==> config.mk <==
export PLATFORM = sky130hd
export DESIGN_NAME = seq_alu_param
export DESIGN_NICKNAME = d
export VERILOG_FILES = /design/src/rtl/seq_alu_param.sv
export SDC_FILE = /design/constraint.sdc
export NUM_CORES = 1
export LEC_CHECK = 0
export BUFFER_PORTS_ARGS = -buffer_cell sky130_fd_sc_hd__buf_2
export CAP_MARGIN = 0
export CORE_MARGIN = 2
export CORE_UTILIZATION = 45
export DETAILED_ROUTE_END_ITERATION = 8
export HOLD_SLACK_MARGIN = 0.02
export PLACE_DENSITY = 0.67
export SETUP_SLACK_MARGIN = 0.5
export SLEW_MARGIN = 15
export SYNTH_ARGS = -nofsm -noshare
export SYNTH_HDL_FRONTEND = slang
export SYNTH_SLANG_ARGS = --single-unit
export TNS_END_PERCENT = 20
==> constraint.sdc <==
create_clock -name clk -period 4.5 [get_ports clk]
set_clock_uncertainty 0.15 [all_clocks]
set_input_delay 1.35 -clock clk [delete_from_list [all_inputs] [get_ports clk]]
set_output_delay 1.35 -clock clk [all_outputs]
set_load 0.02 [all_outputs]
==> src/rtl/seq_alu_param.sv <==
// seq_alu_param: sequential ALU with a start/done handshake.
//   Logic ops (ADD/AND/XOR/SUB/OR) finish one cycle after start is sampled.
//   MUL is an iterative shift-add multiplier that adds one partial product
//   per cycle and finishes WIDTH+1 cycles after start is sampled.
// Ports:
//   clk      rising-edge clock
//   reset_n  asynchronous active-low reset
//   start    request, sampled only while idle
//   A, B     unsigned operands, latched when start is accepted
//   op       opcode (000 NOP, 001 ADD, 010 AND, 011 XOR, 100 MUL,
//            101 SUB, 110 OR, 111 reserved)
//   result   2*WIDTH-bit registered result, held until the next completion
//   done     one-cycle completion pulse (not raised for NOP)
//   busy     high while an operation is in flight
//   err      one-cycle pulse, raised together with done for the reserved opcode
module seq_alu_param #(
    parameter int WIDTH = 8,
    parameter int CNT_W = $clog2(WIDTH) + 1
) (
    input  logic               clk,
    input  logic               reset_n,
    input  logic               start,
    input  logic [WIDTH-1:0]   A,
    input  logic [WIDTH-1:0]   B,
    input  logic [2:0]         op,
    output logic [2*WIDTH-1:0] result,
    output logic               done,
    output logic               busy,
    output logic               err
);

    localparam int RW = 2 * WIDTH;

    typedef enum logic [1:0] {IDLE, CALC, MULT, RES} state_t;

    state_t           state;
    logic [WIDTH-1:0] a_q, b_q;
    logic [2:0]       op_q;
    logic [RW-1:0]    acc;
    logic [CNT_W-1:0] cnt;

    logic [WIDTH:0]   sum, diff;
    logic [RW-1:0]    calc_res;
    logic [RW-1:0]    pp;
    logic [WIDTH-1:0] b_sh;

    // One extra bit gives the carry for ADD and the borrow for SUB: with
    // both operands zero-extended, bit WIDTH of the difference is set
    // exactly when A < B.
    assign sum  = {1'b0, a_q} + {1'b0, b_q};
    assign diff = {1'b0, a_q} - {1'b0, b_q};

    always_comb begin
        calc_res = '0;
        case (op_q)
            3'b001:  calc_res = RW'(sum);
            3'b010:  calc_res = RW'(a_q & b_q);
            3'b011:  calc_res = RW'(a_q ^ b_q);
            3'b101:  calc_res = RW'(diff);
            3'b110:  calc_res = RW'(a_q | b_q);
            default: calc_res = '0;  // NOP and reserved both yield zero
        endcase
    end

    // Partial product for the current iteration. Shifting b_q down
    // selects multiplier bit cnt without indexing by a counter that is
    // wider than the bit select needs.
    assign pp   = RW'(a_q) << cnt;
    assign b_sh = b_q >> cnt;

    always_ff @(posedge clk or negedge reset_n) begin
        if (!reset_n) begin
            state  <= IDLE;
            a_q    <= '0;
            b_q    <= '0;
            op_q   <= '0;
            acc    <= '0;
            cnt    <= '0;
            result <= '0;
            done   <= 1'b0;
            busy   <= 1'b0;
            err    <= 1'b0;
        end else begin
            done <= 1'b0;
            err  <= 1'b0;
            case (state)
                IDLE: begin
                    if (start) begin
                        a_q   <= A;
                        b_q   <= B;
                        op_q  <= op;
                        acc   <= '0;
                        cnt   <= '0;
                        busy  <= 1'b1;
                        state <= (op == 3'b100) ? MULT : CALC;
                    end
                end
                CALC: begin
                    result <= calc_res;
                    done   <= (op_q != 3'b000);
                    err    <= (op_q == 3'b111);
                    busy   <= 1'b0;
                    state  <= IDLE;
                end
                MULT: begin
                    if (b_sh[0]) acc <= acc + pp;
                    cnt <= cnt + 1'b1;
                    if (cnt == CNT_W'(WIDTH - 1)) state <= RES;
                end
                RES: begin
                    result <= acc;
                    done   <= 1'b1;
                    busy   <= 1'b0;
                    state  <= IDLE;
                end
                default: begin
                    busy  <= 1'b0;
                    state <= IDLE;
                end
            endcase
        end
    end

endmodule
# [Word level (Yosys, flattened, before mapping)]
# Cells that the tools add are included.
[classes] n_reduce_logical=11 n_eq_ne=14 mux=15 bitwise_logic=3 n_addsub=4 shifts=2
[ops] cell="$pmux 16 s2" count=2
[ops] cell="$pmux 9 s5" count=1
[ops] cell="$mux 16" count=2
[ops] cell="$add 16x16->16" count=1
[ops] cell="$shl 8x4->16" count=1
[ops] cell="$eq 3x3->1 const B" count=4
[ops] cell="$add 8x8->9" count=1
[ops] cell="$sub 8x8->9" count=1
[ops] cell="$and 8x8->8" count=1
[ops] cell="$or 8x8->8" count=1
[ops] cell="$pmux 4 s2" count=1
[ops] cell="$reduce_and 2->1" count=4
[ops] cell="$shr 8x4->1" count=1
[ops] cell="$xor 8x8->8" count=1
[ops] cell="$eq 3x2->1 const B" count=2
[ops] cell="$mux 2" count=3
[ops] cell="$ne 2x2->1 const B" count=3
[ops] cell="$pmux 2 s3" count=1
[ops] cell="$reduce_bool 2->1" count=3
[ops] cell="$add 4x1->4 const B" count=1
[ops] cell="$eq 2x2->1 const B" count=2
[ops] cell="$eq 4x3->1 const B" count=1
[ops] cell="$mux 4" count=1
[ops] cell="$pmux 1 s2" count=2
[ops] cell="7 further kinds" count=8
[totals] wordCells=59 ff_bits=60 out_inout_bits=19 inputBits=22

# [Logic depth before layout (Yosys ltp)]
# Gate-level depths: netlist of run 1.
[depth] word_depth=4 ltp_mapped=15 mapped_depth_nobuf=13

# [Worst setup path before layout of run 1]
# OpenSTA, ideal clock, no wires.
[synth_path] kind="register to register" start="register cnt[0]" end="register acc[13]" synth_period_minus_slack_ps=3111 required_ps=4281 arrival_time_ps=2892 path_buffers=3 slack_ps=1389 setup_time_ps=69 stages_incl_launch_ff=14 path_cell_list="dfrtp_1 -> buf_2 -> clkbuf_1 -> nor3_1 -> mux2_2 -> nor2b_1 -> ha_1 -> buf_2 -> nand3_1 -> nor2_1 -> o2111ai_1 -> a211o_1 -> or4_1 -> nand3_1"
[synth_between] elab_chain_len=4 word_cells_on_any_way=7 classes_between="1 x add/sub; 1 x eq/ne; 2 x shift; 2 x mux; 1 x reduce/logical"
[synth_lines] item="start, declared" line_no="40" rtl="logic [CNT_W-1:0] cnt;"
[synth_lines] item="start signal, assigned" line_no="107" rtl="cnt <= cnt + 1'b1;"
[synth_lines] item="$shl 8x4->16" line_no="68" rtl="assign pp = RW'(a_q) << cnt;"
[synth_lines] item="$add 16x16->16" line_no="106" rtl="if (b_sh[0]) acc <= acc + pp;"
[synth_lines] item="$mux 16" line_no="106"
[synth_lines] item="$pmux 16 s2" line_no="86" rtl="case (state)"
[synth_lines] item="end signal, assigned" line_no="106"
[synth_lines] item="end, declared" line_no="39" rtl="logic [RW-1:0] acc;"
# Several ways; a longest one is shown, not always the timed one. The select of a mux whose other input is x is not followed.
# A chain may end at the register's enable or synchronous reset.

# [Worst setup path in the final report of run 1]
# Ends and elaborated chain as after synthesis.

==> results of run 1 <==
## layer usage
metal / share of wire [%] / up-vias / global-route usage [%]
li1: - / 1907 / -
met2: 47 / 125 / 38.7
met3: 4.5 / 23 / 3.05
met5: 0 / - / 0
met4: 2.4 / 0 / 8.81
met1: 46 / 1847 / 32.2
## cell families (layout without fill, tap and decap cells)
kind of cell / after synthesis / after routing / share of synthesized area [%]
AOI/OAI and AO/OA: 153 / 153 / 22.0
muxes: 13 / 13 / 3.96
adders and majority gates: 43 / 43 / 12.6
buffers and inverters: 63 / 95 / 5.59
and+or+nand+nor: 169 / 169 / 17.4
DFF: 60 / 60 / 34.2
xor gates and xnor gates: 21 / 21 / 4.19
## registers in the layout, indices dropped and copies added, names as in the netlist
register / cells
a_q: 8
acc: 16
b_q: 8
busy: 1
cnt: 4
done: 1
err: 1
op_q: 3
result: 16
state: 2
## power breakdown
part,total (mW),internal (mW),switching [mW]
clock,0.535,0.307,0.228
combinational,1.12,0.456,0.663
sequential,0.787,0.636,0.151
## synth_stat cells (3+ instances only)
| cell type | instances | area [sq um] |
|---|---|---|
| mux2i_1 | 8 | 80.1 |
| xnor2_1 | 9 | 78.8 |
| dfrtp_1 | 60 | 1500 |
| o31ai_1 | 6 | 45.0 |
| nand3_1 | 18 | 90.1 |
| a21oi_1 | 23 | 115 |
| clkbuf_1 | 19 | 71.3 |
| nor2b_1 | 13 | 81.3 |
| inv_1 | 35 | 131 |
| a31oi_1 | 10 | 62.6 |
| a211oi_1 | 5 | 37.5 |
| a21o_1 | 4 | 30.0 |
| o21a_1 | 6 | 45.0 |
| o22ai_1 | 3 | 18.8 |
| o21bai_1 | 4 | 30.0 |
| buf_2 | 4 | 20.0 |
| a211o_1 | 5 | 43.8 |
| ha_1 | 41 | 513 |
| nand2b_1 | 4 | 25.0 |
| xor2_1 | 12 | 105 |
| nor3_1 | 15 | 75.1 |
| nor2_1 | 30 | 113 |
| o21ai_0 | 63 | 315 |
| nand2_1 | 75 | 282 |
| buf_1 | 3 | 11.3 |
| o2111ai_1 | 3 | 26.3 |
| a221o_1 | 4 | 40.0 |
## critical path, cell delays in order (launching register included)
cell,delay (ns)
dfrtp_1,0.80
mux2i_1,0.31
a21oi_1,0.12
mux2_2,0.31
nor2b_1,0.13
ha_1,0.43
nand3_1,0.10
nor2_1,0.18
o2111ai_1,0.19
a211o_1,0.34
or4_1,0.41
nand3_1,0.08
## area by class of cell
cell class,count,area (sq um)
clock buffers,10,128
clock inverters,5,77.6
fillers,957,4710
inverters,36,135
multi-input cells,399,2640
flip-flops and latches,60,1500
well taps,133,166
repair buffers,44,230
## through the flow
step           total power, mW  instance area [sq um]
5_1_grt                   2.63                   4880
3_3_place_gp              1.88                   4680
4_1_cts                   2.44                   4880
3_5_place_dp              1.90                   4680
6_report                  2.44                   4880
2_1_floorplan             1.59                   4390
## how the worst min path moves through the flow
stage,slack [ns],to,from
4_1_cts,0.36,result[7],result[7]
3_5_place_dp,0.34,result[7],result[7]
6_report,0.35,result[7],result[7]
3_3_place_gp,0.34,result[0],result[0]
5_1_grt,0.38,result[13],result[13]
2_1_floorplan,0.32,acc[5],acc[5]
==> results.txt, run 1 <==
- The library cell used most frequently in the layout, excluding fill and tap cells, is nand2_1.
- For this run, asynchronously set or reset flops after synthesis account for 100%.
- Die Footprint: ~11000 sq um
* Maximum resistive drop on vdd: about 0.23 mV
- Summed over all layers, the routed wires come to 11700 um.
- Number of post-CTS setup repair buffers: 0
* Global-route wire length before repair: 19100 um
- Minimum period implied by the final worst setup slack: 3.60 ns
- In the final layout, the share of cells above drive strength 1 is 12.3%.
- Max-Cap Viols: 0
- The run finished with clean final reports.
- Source of the critical timing path: cnt[0]
* Final number of hold-violating endpoints: 0
- Clock latency on the worst-skew pair, taken at its later pin, is around 0.34 ns.
* Worst reg-to-reg path cell count: 11
- From synthesis to final layout, the design area changed by 11.3%.
* Setup repair after global routing missed its margin: no
- A synthesized cell averages 8.40 sq um.
* Final period utilization: about 80%
- The number of nets in the synthesized netlist is 587.
- Routed via count: 3902
- Dividing the detail-routed wire length by the instance count gives 17.0 um.
- Htree depth: 3
- Core Area: between 9000 and 10000 sq um
- Clock-pin slew was measured on the worst setup and hold paths at 0.08 ns.
* Rel. slew slack: between 40% and 50%
- For the pin with the worst max-slew slack, the measured transition is 0.782 ns.
- Number of sinks handled by clock tree synthesis: 60
- Setup violations remaining at the end of the flow were counted as 0.
- The synthesized design contains 60 register bits.
* Reg-to-reg startpoint: cnt[0]
- GPL Wtd Cong: between 0.9 and 1
- Overall routing resource usage: 23.7%
* Initial cell density of the core: 45.7%
- The net count of the finished layout is just over 600.
- Power per cell area: 500 nW/um^2
- Type of the worst min-delay path: register to register
- Synthesized area: 4390 sq um
* Die W: 103 um
* DP HPWL: 8800 um
* Critical path type: register to register
* # rows: 36
- Critical Path End Type: register
- Capture point of the critical path: acc[13]
- Leakage power figure: 2.25 nW
- The root buffer cell chosen for the clock tree is clkbuf_8.
* Total Neg Setup Slack: 0 ns
* Hold path depth: 2
- Fmax: between 200 and 300 MHz
* Aggregate global routing overflow: 0
- CP Max Fanout: 22
- Number of gates given a new drive strength after cts: 0
- Mapped Cells: 522
- The initial antenna violation count came to 0.
- Number of buffers added on ports: 40
* # placed instances: 672
* First-pass detailed-route iteration total: 5
- Smallest hold slack: 0.350 ns
- Buffers inserted to repair hold after CTS numbered 0.
- In the routed design, unresolved DRC markers number 0.
- 1st-iter DRT viols: 205
- Number of standard cells in the final layout excluding fillers: 687
- TritonCTS built the clock tree.
- During I/O placement, the number of pins put on the boundary was 41.
* Capture instance of the worst register-to-register path: acc[13]
* Yosys cell types: 57
- During synthesis, Yosys emitted a total of 0 warnings.
- Deepest clock path buffer count: 2
- Crit path arrival time: 3.74 ns
- Utilization after layout: between 50% and 60%
* Count of flip-flops with a built-in enable after synthesis: 0
- Worst-case setup slack after placement: 0.926 ns
* Antenna diode count: 0
- Final worst setup slack: between 0.8 and 0.9 ns
- In the layout the commonest cells are nand2_1, o21ai_0, dfrtp_1.
- Buffers inserted during clock tree synthesis total 9.
- Critical Path Source Type: register
- Setup slack on the worst reg-to-reg path comes out at ~0.90 ns.
- Using the TritonRoute via totals, the vias-per-cell ratio works out to roughly 5.7.
- The count of final max-slew check failures came to 0.
* Antenna viol nets, final: 0
- Pin count of the biggest net entering global routing: 41
* Data required time of the worst path: 4.63 ns
- From bottom edge to top edge, the die measures 103 um.
* Number of global-route vias before repair: 3694
* Sequential element share of the synthesized area: between 30% and 40%
- Synth Flop Type: dfrtp_1
No activity file was read; power rests on OpenSTA's default activity.
==> run 2, diff against run 1 <==
- clock period: 4.5 -> 3.5 ns (I/O delays scaled with it)
==> run 2 against run 1 <==
Wire length is 8.8% higher. Combinational power is 56% higher. Core utilization is 3.8 points higher. Final cell count is 3.3% higher. Critical path type unchanged. Critical endpoint is now acc[15]. Largest cell class unchanged.
==> results.txt, run 2 (synthesis results as in run 1) <==
* Number of vias per cell after detailed routing: around 5.8
- For this configuration, the core starts out at a cell density of 45.7%.
- First-pass detailed-route iteration total: 5
- Static timing analysis puts the maximum clock frequency at 323 MHz.
* Crit path arrival time: 3.23 ns
- With fillers left out, the area of the finished cells amounts to 5240 sq um.
- In the final routed layout, each cell accounts on average for 17.9 um.
- The die is around 100 um tall.
- Hold-fix buffer count after cts: 0
- Global routing used 25.1% of the available tracks across all layers.
* Hold path depth: 2
- The initial antenna violation count is 0.
* Clock insertion delay at the later pin of the skew report: between 0.3 and 0.4 ns
* Leakage power figure: 2.37 nW
- After floorplanning, the core was sized to cover roughly 9600 sq um.
- Number of sinks handled by clock tree synthesis: 60
- Nets: about 640
- CP Max Fanout: 6
- # rows: 36
* Pin count of the biggest net entering global routing: 40
- Across the run, the number of max-cap violations was 0.
- Register-to-register setup slack: 0.41 ns
- Critical Path Source Type: register
* Most frequent cells in the layout: nand2_1, o21ai_0, dfrtp_1
- Clock-pin slew was measured on the worst setup and hold paths at 0.08 ns.
- Setup repair after global routing missed its margin: yes
- Run status: finished clean
- The routed design has 12700 um of wire.
- Instance area at placement: 4760 sq um
* Root Buffer: clkbuf_8
- Clock tree from TritonCTS: done
- No sink is reached through more buffers than the 2 on the longest clock path.
- After routing, the total negative slack on setup checks comes to 0 ns.
- Global-route wire length before repair: 20100 um
- Across all layers, the routed design uses 4094 vias.
* Antenna viol nets, final: 0
- The H-tree generated during clock tree synthesis spans 3 levels.
* Final number of hold-violating endpoints: 0
- The tightest min-delay check is of the register to register type.
* Share of cells above drive strength 1: a little under a quarter
* Die W: between 100 and 150 um
* TritonCTS Buffers: 9
* Data required time of the worst path: 3.64 ns
- Summed over all layers, the global routing overflow is 0.
- For this design the ratio of total power to cell area is 633 nW/um^2.
* 1st-iter DRT viols: 288
- Routability-driven placement finished with a final weighted congestion of 0.977.
* Number of buffers added on ports: 40
- Rel. slew slack: 62.2%
- Most common cell after layout, fill and taps aside: nand2_1
- Die Footprint: between 10000 and 15000 sq um
- Capture point of the critical path: acc[15]
- The worst setup path is captured at a register.
* Number of design rule violations left after detail routing: 0
- Largest registers: acc (16), result (16)
- For the pin with the worst max-slew slack, the measured transition is 0.566 ns.
- Setup violations remaining at the end of the flow were counted as 0.
- VDD sags by at most between 0.2 and 0.3 mV.
- The worst register-to-register path ends at acc[15].
- Top-level port count: just over 40
- Area growth, synth to finish: 19.5%
- Worst reg-to-reg path cell count: 15
- Source of the critical timing path: cnt[0]
* Max-slew violations: 0
- Reg-to-reg startpoint: cnt[0]
* Minimum period implied by the final worst setup slack: 3.09 ns
- The worst setup path is of the register to register kind.
- Detailed placement finished with a half-perimeter wire length of approximately 9100 um.
- Antenna diode count: 0
- Number of global-route vias before repair: slightly below 4k
* Final period utilization: 88.3%
[run 2: cell types whose count changed in the layout (fill, tap and decap cells not counted), moves of 4 or more]
| cell | delta |
|---|---|
| buf_4 | +19 |
| ha_1 | -4 |
| o21ai_2 | +4 |
| a21oi_2 | +5 |
| dfrtp_1 | -5 |
| o21ai_0 | -8 |
| o21ai_1 | +4 |
| a21oi_1 | -5 |
| dfrtp_2 | +5 |
[run 2: through the flow]
step	hold slack, ns	total power, mW	worst slack (ns)	cells	utilization (%)
2_1_floorplan	0.322	2.06	0.490	522	-
3_3_place_gp	0.340	2.45	0.300	683	49.6
3_5_place_dp	0.352	2.48	0.242	683	49.6
4_1_cts	0.373	3.15	0.442	706	52.7
5_1_grt	0.397	3.55	0.251	710	54.6
6_report	0.371	3.32	0.408	710	54.6
[run 2: repair_timing]
action / in CTS / in global routing
endpoints found under the setup margin: 13 / 14
endpoints found under the hold margin: 0 / 0
buffers inserted: 7 / 4
pin swaps: 8 / 12
gates resized for setup: 18 / 40
[run 2: worst min path at each step]
stage                           from          to
after global routing       result[0]   result[0]
after global placement     result[0]   result[0]
after detailed placement   result[5]   result[5]
after CTS                 result[10]  result[10]
after floorplan               acc[5]      acc[5]
final                     result[13]  result[13]
[run 2: area by class of cell]
type,instances,area (sq um)
Multi-Input combinational cell,399,2850
Fill cell,894,4350
Timing Repair Buffer,66,407
Inverter,36,135
Clock inverter,7,52.6
Clock buffer,9,124
Sequential cell,60,1510
Tap cell,133,166
[run 2: layer usage]
metal / global-route usage [%] / wire length (um)
met1: 32.5 / 5600
met2: 41.6 / 6180
met3: 4.14 / 564
met4: 11.0 / 372
met5: 0 / 0
[run 2: critical path, stage by stage, from the launching register on]
cell and delay [ns]:
dfrtp_2 0.49, buf_6 0.15, buf_6 0.10, mux2i_4 0.24
nand2_1 0.10, o21ai_2 0.08, nor2_1 0.05, nor2_1 0.11
nor2_1 0.05, ha_1 0.34, nand2_1 0.09, o21ai_2 0.20
nor3_2 0.07, a2111o_1 0.43, a211o_1 0.30, o21ai_0 0.07
[run 2: power by group]
group	total, mW	internal [mW]	switching (mW)
clock	0.585	0.260	0.326
sequential	0.984	0.821	0.163
combinational	1.75	0.741	1.01
==> run 3, diff against run 2 <==
- ABC_AREA: default -> 1
==> run 3 against run 2 <==
Flip-flop and latch count is the same. Largest power group unchanged. Critical path depth shrank 2. Synthesized cell count grew 20%. Core utilization shrank 3.0 points. Largest cell class unchanged. Combinational power shrank 43%. Sequential share of layout area grew 1.2 points. Area after synthesis grew 1.9%.
==> results.txt, run 3 <==
- The run finished with clean final reports.
* Final Setup Violations: 0
- Across the run, the number of max-cap violations was 0.
- Overall routing resource usage: 24.7%
- Library cell with the highest instance count after synthesis: nand2_1
* Filler instances: 968
* Most frequent cells in the layout: nand2_1, inv_1, dfrtp_1
- DIE HEIGHT: 104 um
- Critical path type: register to register
* Yosys cell types: 39
* Number of standard cells in the final layout excluding fillers: 805
* Post-synth top cells: nand2_1, inv_1, dfrtp_1
- Leaving out fill and tap cells, the most frequent cell in the layout is nand2_1.
- The largest single stage delay on the critical path is 0.41 ns.
- The die is approximately 100 um wide.
- The first detailed-routing pass ran for 5 iterations.
- Maximum resistive drop on vdd: 0.189 mV
* Minimum period implied by the final worst setup slack: 2.79 ns
* Nets: 732
- For this block, the routed nets add up to about 13000 um of wire.
- Clock tree from TritonCTS: done
- After synthesis, the share of flip-flops with an asynchronous set or reset is 100%.
- Type of the worst min-delay path: register to register
* Mapped Cells: ~630
- Summed over all failing endpoints, the final setup total negative slack is 0 ns.
* Number of synthesized register bits: 60
- Fmax: 359 MHz
- Crit path arrival time: 2.85 ns
- Synthesized area: 4470 sq um
- Register-to-register setup slack: 0.71 ns
- 0 antenna diodes ended up in the layout.
- For this design the static power due to leakage is 2.71 nW.
- For this design, the CTS-stage hold fixing added 0 buffers.
- Sequential elements use 33.6% of the synthesized area.
- Counting both buffers and inverters, the worst setup path holds a total of 2.
- The clock passes through at most 2 buffers.
- Htree depth: 3
- The via count of the first global-routing pass is 4026.
- The synthesized design contains 0 enable-type register cells.
- Traced cell by cell, the critical path runs through inv_1 > nand3_1 > nor2_1 > nand2_1 > o31ai_1 > xor2_1 > inv_1 > ha_1 > a21oi_1 > o21a_1 > nand2_1 > o21ai_0 > nand3_1.
- Largest registers: acc (16), result (16)
- Capture instance of the worst register-to-register path: result[8]
- Counting every net in the synthesized netlist gives just under 700.
- The first global-routing pass estimated ~21000 um of wire.
- Summed over all nets, the half-perimeter wirelength after detailed placement is 9730 um.
- The later pin in the worst-skew pair is clocked with a latency of 0.36 ns.
- Cell type contributing the most total cell area after synthesis: dfrtp_1
- Once layout is complete, the utilization of the core stands at ~52%.
* Setup repair after global routing missed its margin: yes
* Top-level port count: 41
- CTS saw 60 sinks.
* TritonCTS Buffers: 9
* Area growth, synth to finish: 12.4%
* Initial cell density of the core: 46.0%
- Pin count of the biggest net entering global routing: a little over 40
- STA classifies the critical path startpoint as a register.
- GPL Wtd Cong: roughly 0.96
* Cell family with most CP delay: compound AO/OA/AOI/OAI gates
* # placed instances: 787
- CP Max Fanout: 5
- The worst hold path terminates at busy.
- At the worst endpoint, the required time is 3.56 ns.
- Power per cell area: 487 nW/um^2
* Total power consumption of the routed design: 2.45 mW
- Of the available clock period, the critical path in the final layout requires between 70 and 80%.
- Clk pin slew, worst setup/hold paths: 0.08 ns
- The initial antenna violation count was 0.
* Number of buffers added on ports: 40
* Main area contributors after synthesis: dfrtp_1, nand2_1, ha_1
- In this run the clock root is driven by a clkbuf_8.
* # rows: 36
- For the pin with the worst max-slew slack, the measured transition is a little over 1 ns.
- Hold path depth: 2
- Core Area: approximately 10000 sq um
* Mean instance size in the synthesized netlist: 7.15 sq um
- 1st-iter DRT viols: 338
* Reg-to-reg startpoint: b_q[1]
* Final number of hold-violating endpoints: 0
- Rel. slew slack: 31.8%
- The post-route netlist has 12.4% of its cells at a drive strength greater than 1.
* Max-slew violations: 0
- Number of design rule violations left after detail routing: 0
- The routed layout has 4367 vias.
* Aggregate global routing overflow: 0
- STA classifies the critical path endpoint as a register.
* Library cell contributing the largest single delay on the critical path: dfrtp_1
- Worst reg-to-reg path cell count: 13
- Once detail routing completed, the nets flagged for antenna violations numbered 0.
- In the final routed layout, each cell accounts on average for about 16 um.
- The floorplan step defined a die boundary enclosing 10800 sq um.
* Startpoint of the lowest-slack hold path: busy
* Number of synthesis warnings: 0
- Synth Flop Type: dfrtp_1
- In this run the biggest area consumer among cell types represents around a third of the synthesized area.
* Number of vias per cell after detailed routing: 5.42
run 3: cell count changes after synthesis, sizes merged, moves of 9 or more:
cell / change
clkbuf: -11
nand3: +39
a31oi: -9
nor2b: -13
nand2: +120
inv: +36
run 3: area by class of cell:
type	instances	area, sq um	area share, %
Timing Repair Buffer	44	243	4.83
Inverter	73	278	5.53
Multi-Input combinational cell	479	2660	52.8
Clock buffer	9	124	2.46
Clock inverter	7	52.6	1.05
Sequential cell	60	1510	30.0
Tap cell	133	166	3.31
run 3: per-layer routing:
layer / up-vias / share of wire [%] / GRT usage, %
met4: 0 / 1.8 / 8.59
met3: 20 / 6.6 / 3.78
met5: - / 0 / 0
met1: 2019 / 49 / 36.4
met2: 164 / 43 / 37.0
li1: 2164 / - / -
run 3: what timing repair did:
action                                  in CTS  in global routing
gates resized for setup                      1                 19
endpoints found under the setup margin       4                 16
setup buffers                                0                  2
run 3: cell families after synthesis:
family          share of synthesized area, %
flops                                   33.6
xor+xnor                                2.55
fa+ha+maj                               12.4
compound gates                          15.8
simple gates                            28.1
buf+inv                                 7.58
run 3: metrics by stage:
step	hold WS, ns	instance area, sq um	setup slack (ns)
floorplan	0.344	4470	0.876
global placement	0.313	4800	0.457
detailed placement	0.328	4800	0.441
CTS	0.348	4980	0.539
global route	0.372	5030	0.489
finish	0.337	5030	0.714
run 3: power breakdown:
group          total (mW)  internal, mW  switching, mW
Clock               0.584         0.260          0.324
Sequential          0.874         0.778         0.0962
Combinational       0.989         0.339          0.650
run 3: worst max-delay path by stage:
| stage | startpoint | to | slack, ns | cells after the start |
|---|---|---|---|---|
| after detailed placement | cnt[0] | acc[15] | 0.44 | 16 |
| after floorplan | cnt[0] | acc[15] | 0.88 | 17 |
| after CTS | cnt[1] | acc[15] | 0.54 | 14 |
| after global routing | cnt[0] | acc[11] | 0.49 | 17 |
| final | b_q[1] | result[8] | 0.71 | 13 |
| after global placement | cnt[0] | acc[15] | 0.46 | 16 |
run 3: worst min-delay path, stage by stage, from the launching register on:
cell	delay, ns
dfrtp_1	0.35
nand2_1	0.06
nand2_1	0.05
